**src/rtl/dequant_int8_8ch.sv**
```systemverilog
// -----------------------------------------------------------------------------
// dequant_int8_8ch
//
// Purpose:
//   Inverse of the 8-channel int8 requantizer. Each beat carries 8 packed
//   uint8 activations. Every channel has the zero point subtracted, is scaled
//   by an unsigned multiplier, and is then rounded-arithmetic-right-shifted.
//   The result is sign-extended into the int32 accumulator domain so it can
//   be merged with conv accumulators on residual-add and concat paths.
//
//   Three-stage pipeline with a single global stall:
//     S1: d = x - zero_point          (9-bit signed, -255..255)
//     S2: p = d * mult                (25-bit signed)
//     S3: r = round_shift(p, shift)   (26-bit signed, sign-extended to OUT_W)
//   The per-beat configuration (mult, shift, zero_point) is captured with the
//   accepted beat and travels down the pipeline alongside it.
//
// Ports:
//   sclk                      clock
//   s_rst                     synchronous active-high reset
//   in_data[63:0]             8 x uint8 activations, ch0 = [7:0]
//   in_vld / in_rdy           input handshake
//   in_last                   last beat of tile, carried with the data
//   mult[14:0]                unsigned scale, sampled per accepted beat
//   shift[4:0]                right-shift amount (25..31 act as 24)
//   zero_point[7:0]           unsigned zero point, sampled per accepted beat
//   ch0_data_out..ch7_data_out  signed dequantized results
//   out_vld / out_rdy         output handshake
//   out_last                  in_last of the beat currently presented
// -----------------------------------------------------------------------------
module dequant_int8_8ch #(
    parameter int CH_NUM = 8,
    parameter int OUT_W  = 32
) (
    input  logic                  sclk,
    input  logic                  s_rst,
    input  logic [8*CH_NUM-1:0]   in_data,
    input  logic                  in_vld,
    input  logic                  in_last,
    output logic                  in_rdy,
    input  logic [14:0]           mult,
    input  logic [4:0]            shift,
    input  logic [7:0]            zero_point,
    output logic [OUT_W-1:0]      ch0_data_out,
    output logic [OUT_W-1:0]      ch1_data_out,
    output logic [OUT_W-1:0]      ch2_data_out,
    output logic [OUT_W-1:0]      ch3_data_out,
    output logic [OUT_W-1:0]      ch4_data_out,
    output logic [OUT_W-1:0]      ch5_data_out,
    output logic [OUT_W-1:0]      ch6_data_out,
    output logic [OUT_W-1:0]      ch7_data_out,
    output logic                  out_vld,
    output logic                  out_last,
    input  logic                  out_rdy
);

    localparam int D_W = 9;   // zero-point-corrected value
    localparam int P_W = 25;  // scaled product
    localparam int R_W = 26;  // rounding headroom: |p| + 2^23 still fits
    localparam logic [4:0] SHIFT_MAX = 5'd24;

    // -------------------------------------------------------------------------
    // Datapath helpers
    // -------------------------------------------------------------------------

    // x - zero_point, both treated as unsigned bytes
    function automatic logic signed [D_W-1:0] sub_zp(
        input logic [7:0] x,
        input logic [7:0] zp
    );
        sub_zp = $signed({1'b0, x}) - $signed({1'b0, zp});
    endfunction

    // d * mult on a full 25-bit signed product (mult is zero-extended)
    function automatic logic signed [P_W-1:0] scale(
        input logic signed [D_W-1:0] d,
        input logic        [14:0]    m
    );
        logic signed [P_W-1:0] d_ext;
        logic signed [P_W-1:0] m_ext;
        d_ext = {{(P_W-D_W){d[D_W-1]}}, d};
        m_ext = {{(P_W-15){1'b0}}, m};
        scale = d_ext * m_ext;
    endfunction

    // Rounding arithmetic right shift; adding half an LSB before the
    // floor-shift rounds ties toward +inf for both signs.
    function automatic logic signed [R_W-1:0] round_shift(
        input logic signed [P_W-1:0] p,
        input logic        [4:0]     sh
    );
        logic        [4:0]     s;
        logic signed [R_W-1:0] p_ext;
        logic signed [R_W-1:0] bias;
        s     = (sh > SHIFT_MAX) ? SHIFT_MAX : sh;
        p_ext = {p[P_W-1], p};
        bias  = 26'sd0;
        if (s == 5'd0) begin
            round_shift = p_ext;
        end else begin
            bias        = 26'sd1 <<< (s - 5'd1);
            round_shift = (p_ext + bias) >>> s;
        end
    endfunction

    // -------------------------------------------------------------------------
    // Pipeline state
    // -------------------------------------------------------------------------
    logic                  adv_s;

    logic                  s1_vld_q,   s1_vld_d;
    logic                  s1_last_q,  s1_last_d;
    logic signed [D_W-1:0] s1_diff_q  [CH_NUM];
    logic signed [D_W-1:0] s1_diff_d  [CH_NUM];
    logic [14:0]           s1_mult_q,  s1_mult_d;
    logic [4:0]            s1_shift_q, s1_shift_d;

    logic                  s2_vld_q,   s2_vld_d;
    logic                  s2_last_q,  s2_last_d;
    logic signed [P_W-1:0] s2_prod_q  [CH_NUM];
    logic signed [P_W-1:0] s2_prod_d  [CH_NUM];
    logic [4:0]            s2_shift_q, s2_shift_d;

    logic                  out_vld_q,  out_vld_d;
    logic                  out_last_q, out_last_d;
    logic [OUT_W-1:0]      out_data_q [CH_NUM];
    logic [OUT_W-1:0]      out_data_d [CH_NUM];

    logic signed [R_W-1:0] round_s    [CH_NUM];

    // Single global stall: the whole pipe moves whenever the output slot
    // is empty or being drained this cycle. Bubbles are kept, not collapsed.
    assign adv_s  = ~out_vld_q | out_rdy;
    assign in_rdy = adv_s;

    // Next-state for every stage: load from the previous stage on advance,
    // otherwise hold data, valid bits and carried config.
    always_comb begin
        s1_vld_d   = s1_vld_q;
        s1_last_d  = s1_last_q;
        s1_mult_d  = s1_mult_q;
        s1_shift_d = s1_shift_q;
        s2_vld_d   = s2_vld_q;
        s2_last_d  = s2_last_q;
        s2_shift_d = s2_shift_q;
        out_vld_d  = out_vld_q;
        out_last_d = out_last_q;
        for (int i = 0; i < CH_NUM; i++) begin
            s1_diff_d[i]  = s1_diff_q[i];
            s2_prod_d[i]  = s2_prod_q[i];
            out_data_d[i] = out_data_q[i];
            round_s[i]    = round_shift(s2_prod_q[i], s2_shift_q);
        end

        if (adv_s) begin
            // S1: capture beat, config and zero-point correction
            s1_vld_d   = in_vld;
            s1_last_d  = in_last;
            s1_mult_d  = mult;
            s1_shift_d = shift;
            // S2: scale
            s2_vld_d   = s1_vld_q;
            s2_last_d  = s1_last_q;
            s2_shift_d = s1_shift_q;
            // S3: round/shift and widen into the accumulator domain
            out_vld_d  = s2_vld_q;
            out_last_d = s2_last_q;
            for (int i = 0; i < CH_NUM; i++) begin
                s1_diff_d[i]  = sub_zp(in_data[8*i +: 8], zero_point);
                s2_prod_d[i]  = scale(s1_diff_q[i], s1_mult_q);
                out_data_d[i] = {{(OUT_W-R_W){round_s[i][R_W-1]}}, round_s[i]};
            end
        end else begin
            s1_vld_d  = s1_vld_q;
            s2_vld_d  = s2_vld_q;
            out_vld_d = out_vld_q;
        end
    end

    // Pipeline registers; reset drops every beat in flight and zeroes outputs.
    always_ff @(posedge sclk) begin
        if (s_rst) begin
            s1_vld_q   <= 1'b0;
            s1_last_q  <= 1'b0;
            s1_mult_q  <= 15'd0;
            s1_shift_q <= 5'd0;
            s2_vld_q   <= 1'b0;
            s2_last_q  <= 1'b0;
            s2_shift_q <= 5'd0;
            out_vld_q  <= 1'b0;
            out_last_q <= 1'b0;
            for (int i = 0; i < CH_NUM; i++) begin
                s1_diff_q[i]  <= 9'sd0;
                s2_prod_q[i]  <= 25'sd0;
                out_data_q[i] <= {OUT_W{1'b0}};
            end
        end else begin
            s1_vld_q   <= s1_vld_d;
            s1_last_q  <= s1_last_d;
            s1_mult_q  <= s1_mult_d;
            s1_shift_q <= s1_shift_d;
            s2_vld_q   <= s2_vld_d;
            s2_last_q  <= s2_last_d;
            s2_shift_q <= s2_shift_d;
            out_vld_q  <= out_vld_d;
            out_last_q <= out_last_d;
            for (int i = 0; i < CH_NUM; i++) begin
                s1_diff_q[i]  <= s1_diff_d[i];
                s2_prod_q[i]  <= s2_prod_d[i];
                out_data_q[i] <= out_data_d[i];
            end
        end
    end

    assign out_vld      = out_vld_q;
    assign out_last     = out_last_q;
    assign ch0_data_out = out_data_q[0];
    assign ch1_data_out = out_data_q[1];
    assign ch2_data_out = out_data_q[2];
    assign ch3_data_out = out_data_q[3];
    assign ch4_data_out = out_data_q[4];
    assign ch5_data_out = out_data_q[5];
    assign ch6_data_out = out_data_q[6];
    assign ch7_data_out = out_data_q[7];

endmodule
```
**config.mk**
```make
export PLATFORM = sky130hd
export DESIGN_NAME = dequant_int8_8ch
export DESIGN_NICKNAME = d
export VERILOG_FILES = /design/src/rtl/dequant_int8_8ch.sv
export SDC_FILE = /design/constraint.sdc
export NUM_CORES = 2
export LEC_CHECK = 0
export BUFFER_PORTS_ARGS = -buffer_cell sky130_fd_sc_hd__buf_4
export CAP_MARGIN = 15
export CORE_ASPECT_RATIO = 0.6
export CORE_MARGIN = 1
export CORE_UTILIZATION = 35
export CTS_CLUSTER_DIAMETER = 120
export DETAILED_ROUTE_END_ITERATION = 16
export GPL_TIMING_DRIVEN = 0
export PLACE_DENSITY_LB_ADDON = 0.12
export RECOVER_POWER = 100
export SLEW_MARGIN = 30
export SYNTH_ARGS = -nofsm -noshare
export SYNTH_HDL_FRONTEND = slang
export SYNTH_SLANG_ARGS = --single-unit
export TNS_END_PERCENT = 10
```
**constraint.sdc**
```tcl
create_clock -name sclk -period 7.1 [get_ports sclk]
set_input_delay 0.71 -clock sclk [delete_from_list [all_inputs] [get_ports sclk]]
set_output_delay 0.71 -clock sclk [all_outputs]
set_load 0.02 [all_outputs]
```
==> results by group <==
Detailed routing
  – Wire length per cell: around 43 microns
  – Antenna violation net count after detailed routing: 0
  – Drt drc: 0
  – Vias per inst: 6.58
  – Drt pass-1 iters: 8
  – DR vias: 90,817
  – Routed WL: 590,000 microns
  – Detailed Route Iter0 Violations: 15,899

Clock tree
  – CTS Buf Count: 61
  – Clk slew on worst S/H paths: 0.07 ns
  – CTS tree: built
  – Clock Tree Root: clkbuf_16
  – Htree depth: 2
  – Post-CTS Hold Buffers: 0
  – Max clock buf depth: 3
  – Clock latency on the worst-skew pair: about 0.79 ns
  – Clock Sinks: 511

STA
  – Least-Margin Pin Slew: 2.52 ns
  – Hold Worst Slack: between 0.15 and 0.2 ns
  – PnR worst setup slack: -0.692 ns
  – Layout Skew: 0.0279 ns
  – Worst relative slew slack: -68.2%
  – Fmax: ~0.13 GHz
  – Fin crit share: 110%
  – Final slew viol count: 42
  – Final Hold Viols: 0
  – RSZ-0062 raised after global routing: yes
  – Fin crit period: 7.79 ns
  – Final setup viols: 128

Critical path
  – CP max FO: 10
  – CP Buf/Inv Count: 6
  – Critical path capture point type: flip-flop
  – Critical path class: reg -> reg
  – Setup crit end: out_data_q[0][23]
  – R2R setup slack: -0.69 ns
  – CP max stage cell: xnor2_1
  – Crit-path cells: buf_4 > clkinv_1 > clkbuf_1 > clkbuf_4 > nor2_4 > ha_1 > and3_1 > and2_1 > a21o_1 > a21oi_1 > o21ai_0 > a31o_2 > xnor2_1 > inv_1 > nand2_1 > nand2_1 > a221oi_1 > buf_2 > nor2_1
  – Worst r2r src: s2_shift_q[4]
  – Reg2reg end: out_data_q[0][23]
  – Critical path data required time: 7.76 ns
  – Critical path depth: 19
  – Worst Setup Start Kind: flip-flop
  – Worst EP arrival: 8.45 ns
  – Most frequent cell on the critical path: nand2_1
  – Crit path from: s2_shift_q[4]
  – R2r worst-path depth: 19
  – Worst path max stage delay: 0.97 ns
  – Family with the most delay on the worst path: buffers and inverters

GRT
  – Antenna violations before repair: 147
  – First-pass GRT wire length: 762,000 microns
  – Total GRT Usage: approximately 51%
  – Vias in the first global route: 82,732
  – Gr ovfl total: 0
  – Largest net degree at the start of global routing: 17

Logic synthesis
  – Post-synth EDFFs: 0
  – Seq/Total Area, Yosys: 13.2%
  – Most frequent cell after synthesis: nand2_1
  – Syn Area/Cell: 7.74 sq um
  – Commonest cells in the synthesized netlist: nand2_1, inv_1, a21oi_1
  – Post-Syn Instances: 10,048
  – Netlist cell types: 121
  – Post-synth ARST share: 0%
  – Synth top area cells: fa_1, dfxtp_1, ha_1, nand2_1, a21oi_1
  – Top-area cell type share of the netlist area: 19.2%
  – Syn Std Cell Area: 77,800 sq um
  – Synth Flop Type: dfxtp_1
  – Yosys synthesis warning count: 0
  – Register bit total from synthesis: 511
  – Synth area leader: fa_1

Place
  – Port Buf Inserts: between 300 and 400
  – Post-DP Area: 88,900 sq um
  – Post-DP HPWL: 497,000 microns
  – Gp weighted congestion: ~1.2

Floorplan
  – Row cnt: 133
  – Ports: about 360
  – Initial Utilization: about 35%
  – Core Footprint: 220,000 sq um
  – Die ar.: 224,000 sq um
  – DIE WIDTH: 611 microns
  – Die height: 367 microns

Run status
  – Status: complete, but fails checks
  – Violations in the final reports: capacitance limit, slew limit, setup timing

Cells and area
  – Layout cells sized above 1: 11.0%
  – Final #Nets: 12,268
  – Design area: 91,300 sq um
  – Growth of design area from synthesis to finish: 17.3%
  – Fill cell count: 22,722
  – Core Util, Final: approximately 41%

Pwr
  – Leakage: 42.8 nW
  – Sw frac: between 50% and 60%
  – Psw: 11.9 mW
  – Clk pwr share: 17.9%
  – Seq pwr share: 22.0%
  – PwrDens: 235 nW/um^2
  – Combinational power share: 60.1%
  – Worst VDD drop: 0.000209 V
  – Int Pwr: 9.61 mW

Job
  – Max-Cap Viols: 4

Hold path
  – Hold WC Path Type: in -> reg
metal layers:
metal | share of wire, % | track usage [%] | wire length, microns
met5 | 0.15 | 2.15 | 901
met4 | 6.0 | 24.7 | 35600
met3 | 18 | 30.2 | 105000
met2 | 35 | 62.0 | 204000
met1 | 41 | 68.7 | 244000
worst register-to-register path: cells and delay by family (launching register included):
family	cells	cell delay, ns
adder cells (fa/ha/maj)	1	0.40
XOR/XNOR	1	0.97
buffers and inverters	6	3.00
AND/OR/NAND/NOR	6	1.71
flip-flops	1	0.51
AO/OA/AOI/OAI	5	1.08
final cells by class:
type                            count  area (sq um)  area share, %
Antenna cell                      122           305          0.335
Buffer                            699          3740           4.10
Clock buffer                       77          1680           1.84
Clock inverter                     34           528          0.579
Inverter                          959          3600           3.94
Multi-Input combinational cell   7883         61600           67.6
Sequential cell                   511         10200           11.2
Tap cell                         2970          3720           4.07
Timing Repair Buffer              544          5810           6.36
how the worst min path moves through the flow:
stage,startpoint,endpoint,cells after the start
2_1_floorplan,s1_last_q,s1_last_q,2
6_report,in_last,s1_last_q,3
5_1_grt,mult[14],s1_mult_q[14],3
3_5_place_dp,out_data_q[0][86],out_data_q[0][86],1
4_1_cts,in_vld,s1_vld_q,3
3_3_place_gp,out_data_q[0][54],out_data_q[0][54],1
registers in the layout (all words and copies together) (netlist names):
signal and cells:
out_vld 1, out_data_q 208, out_last 1, s1_mult_q 15
s1_diff_q 72, s1_vld_q 1, s2_shift_q 5, s1_shift_q 5
s2_vld_q 1, s2_prod_q 200, s2_last_q 1, s1_last_q 1
power by group through the flow:
stage | clock network (mW) | logic (mW) | registers, mW
after CTS | 3.79 | 12.4 | 4.62
final | 3.83 | 12.9 | 4.72
after detailed placement | 0 | 12.3 | 4.68
after floorplan | 0 | 6.90 | 4.03
after global routing | 3.89 | 13.4 | 4.62
after global placement | 0 | 12.0 | 4.68
placed cells by master (no fill, tap or decap), drive strengths merged, types with 46 or more instances in the layout:
cell type	count
and2	436
nand3	111
clkbuf	900
a211oi	127
a21o	233
a21oi	864
a221oi	62
nor2	539
o21ai	547
ha	768
a31oi	94
dfxtp	511
xor2	125
o211ai	96
diode	122
buf	420
nor2b	53
o21a	48
o21bai	51
fa	744
nand2	1613
mux2i	141
xnor2	262
o221ai	46
nand2b	151
nor3	135
inv	967
through the flow:
step | cells | setup TNS [ns] | total power [mW] | setup WS, ns
after floorplan | 10055 | 0 | 10.9 | 0.707
final | 13799 | -24.03 | 21.5 | -0.692
after CTS | 13669 | -0.0842 | 20.8 | -0.0570
after global routing | 13694 | -10.16 | 21.9 | -0.257
after detailed placement | 13556 | -199.06 | 17.0 | -1.77
after global placement | 13380 | -1217.34 | 16.6 | -7.94
cells by family after synthesis:
group	count (synthesis)	share of synthesized area (%)
adders and majority gates	1537	31.8
and+or+nand+nor	3241	19.0
DFF	511	13.2
muxes	186	2.51
buffers and inverters	1661	8.36
xor gates and xnor gates	387	4.39
AOI/OAI and AO/OA	2524	20.7
other	1	0.00482
repair_timing:
action,4_1_cts,5_1_grt
setup buffers,2,9
setup endpoints to repair,232,138
pin swaps,5,9
resized for setup,173,132
(Power assumes the default switching activity.)
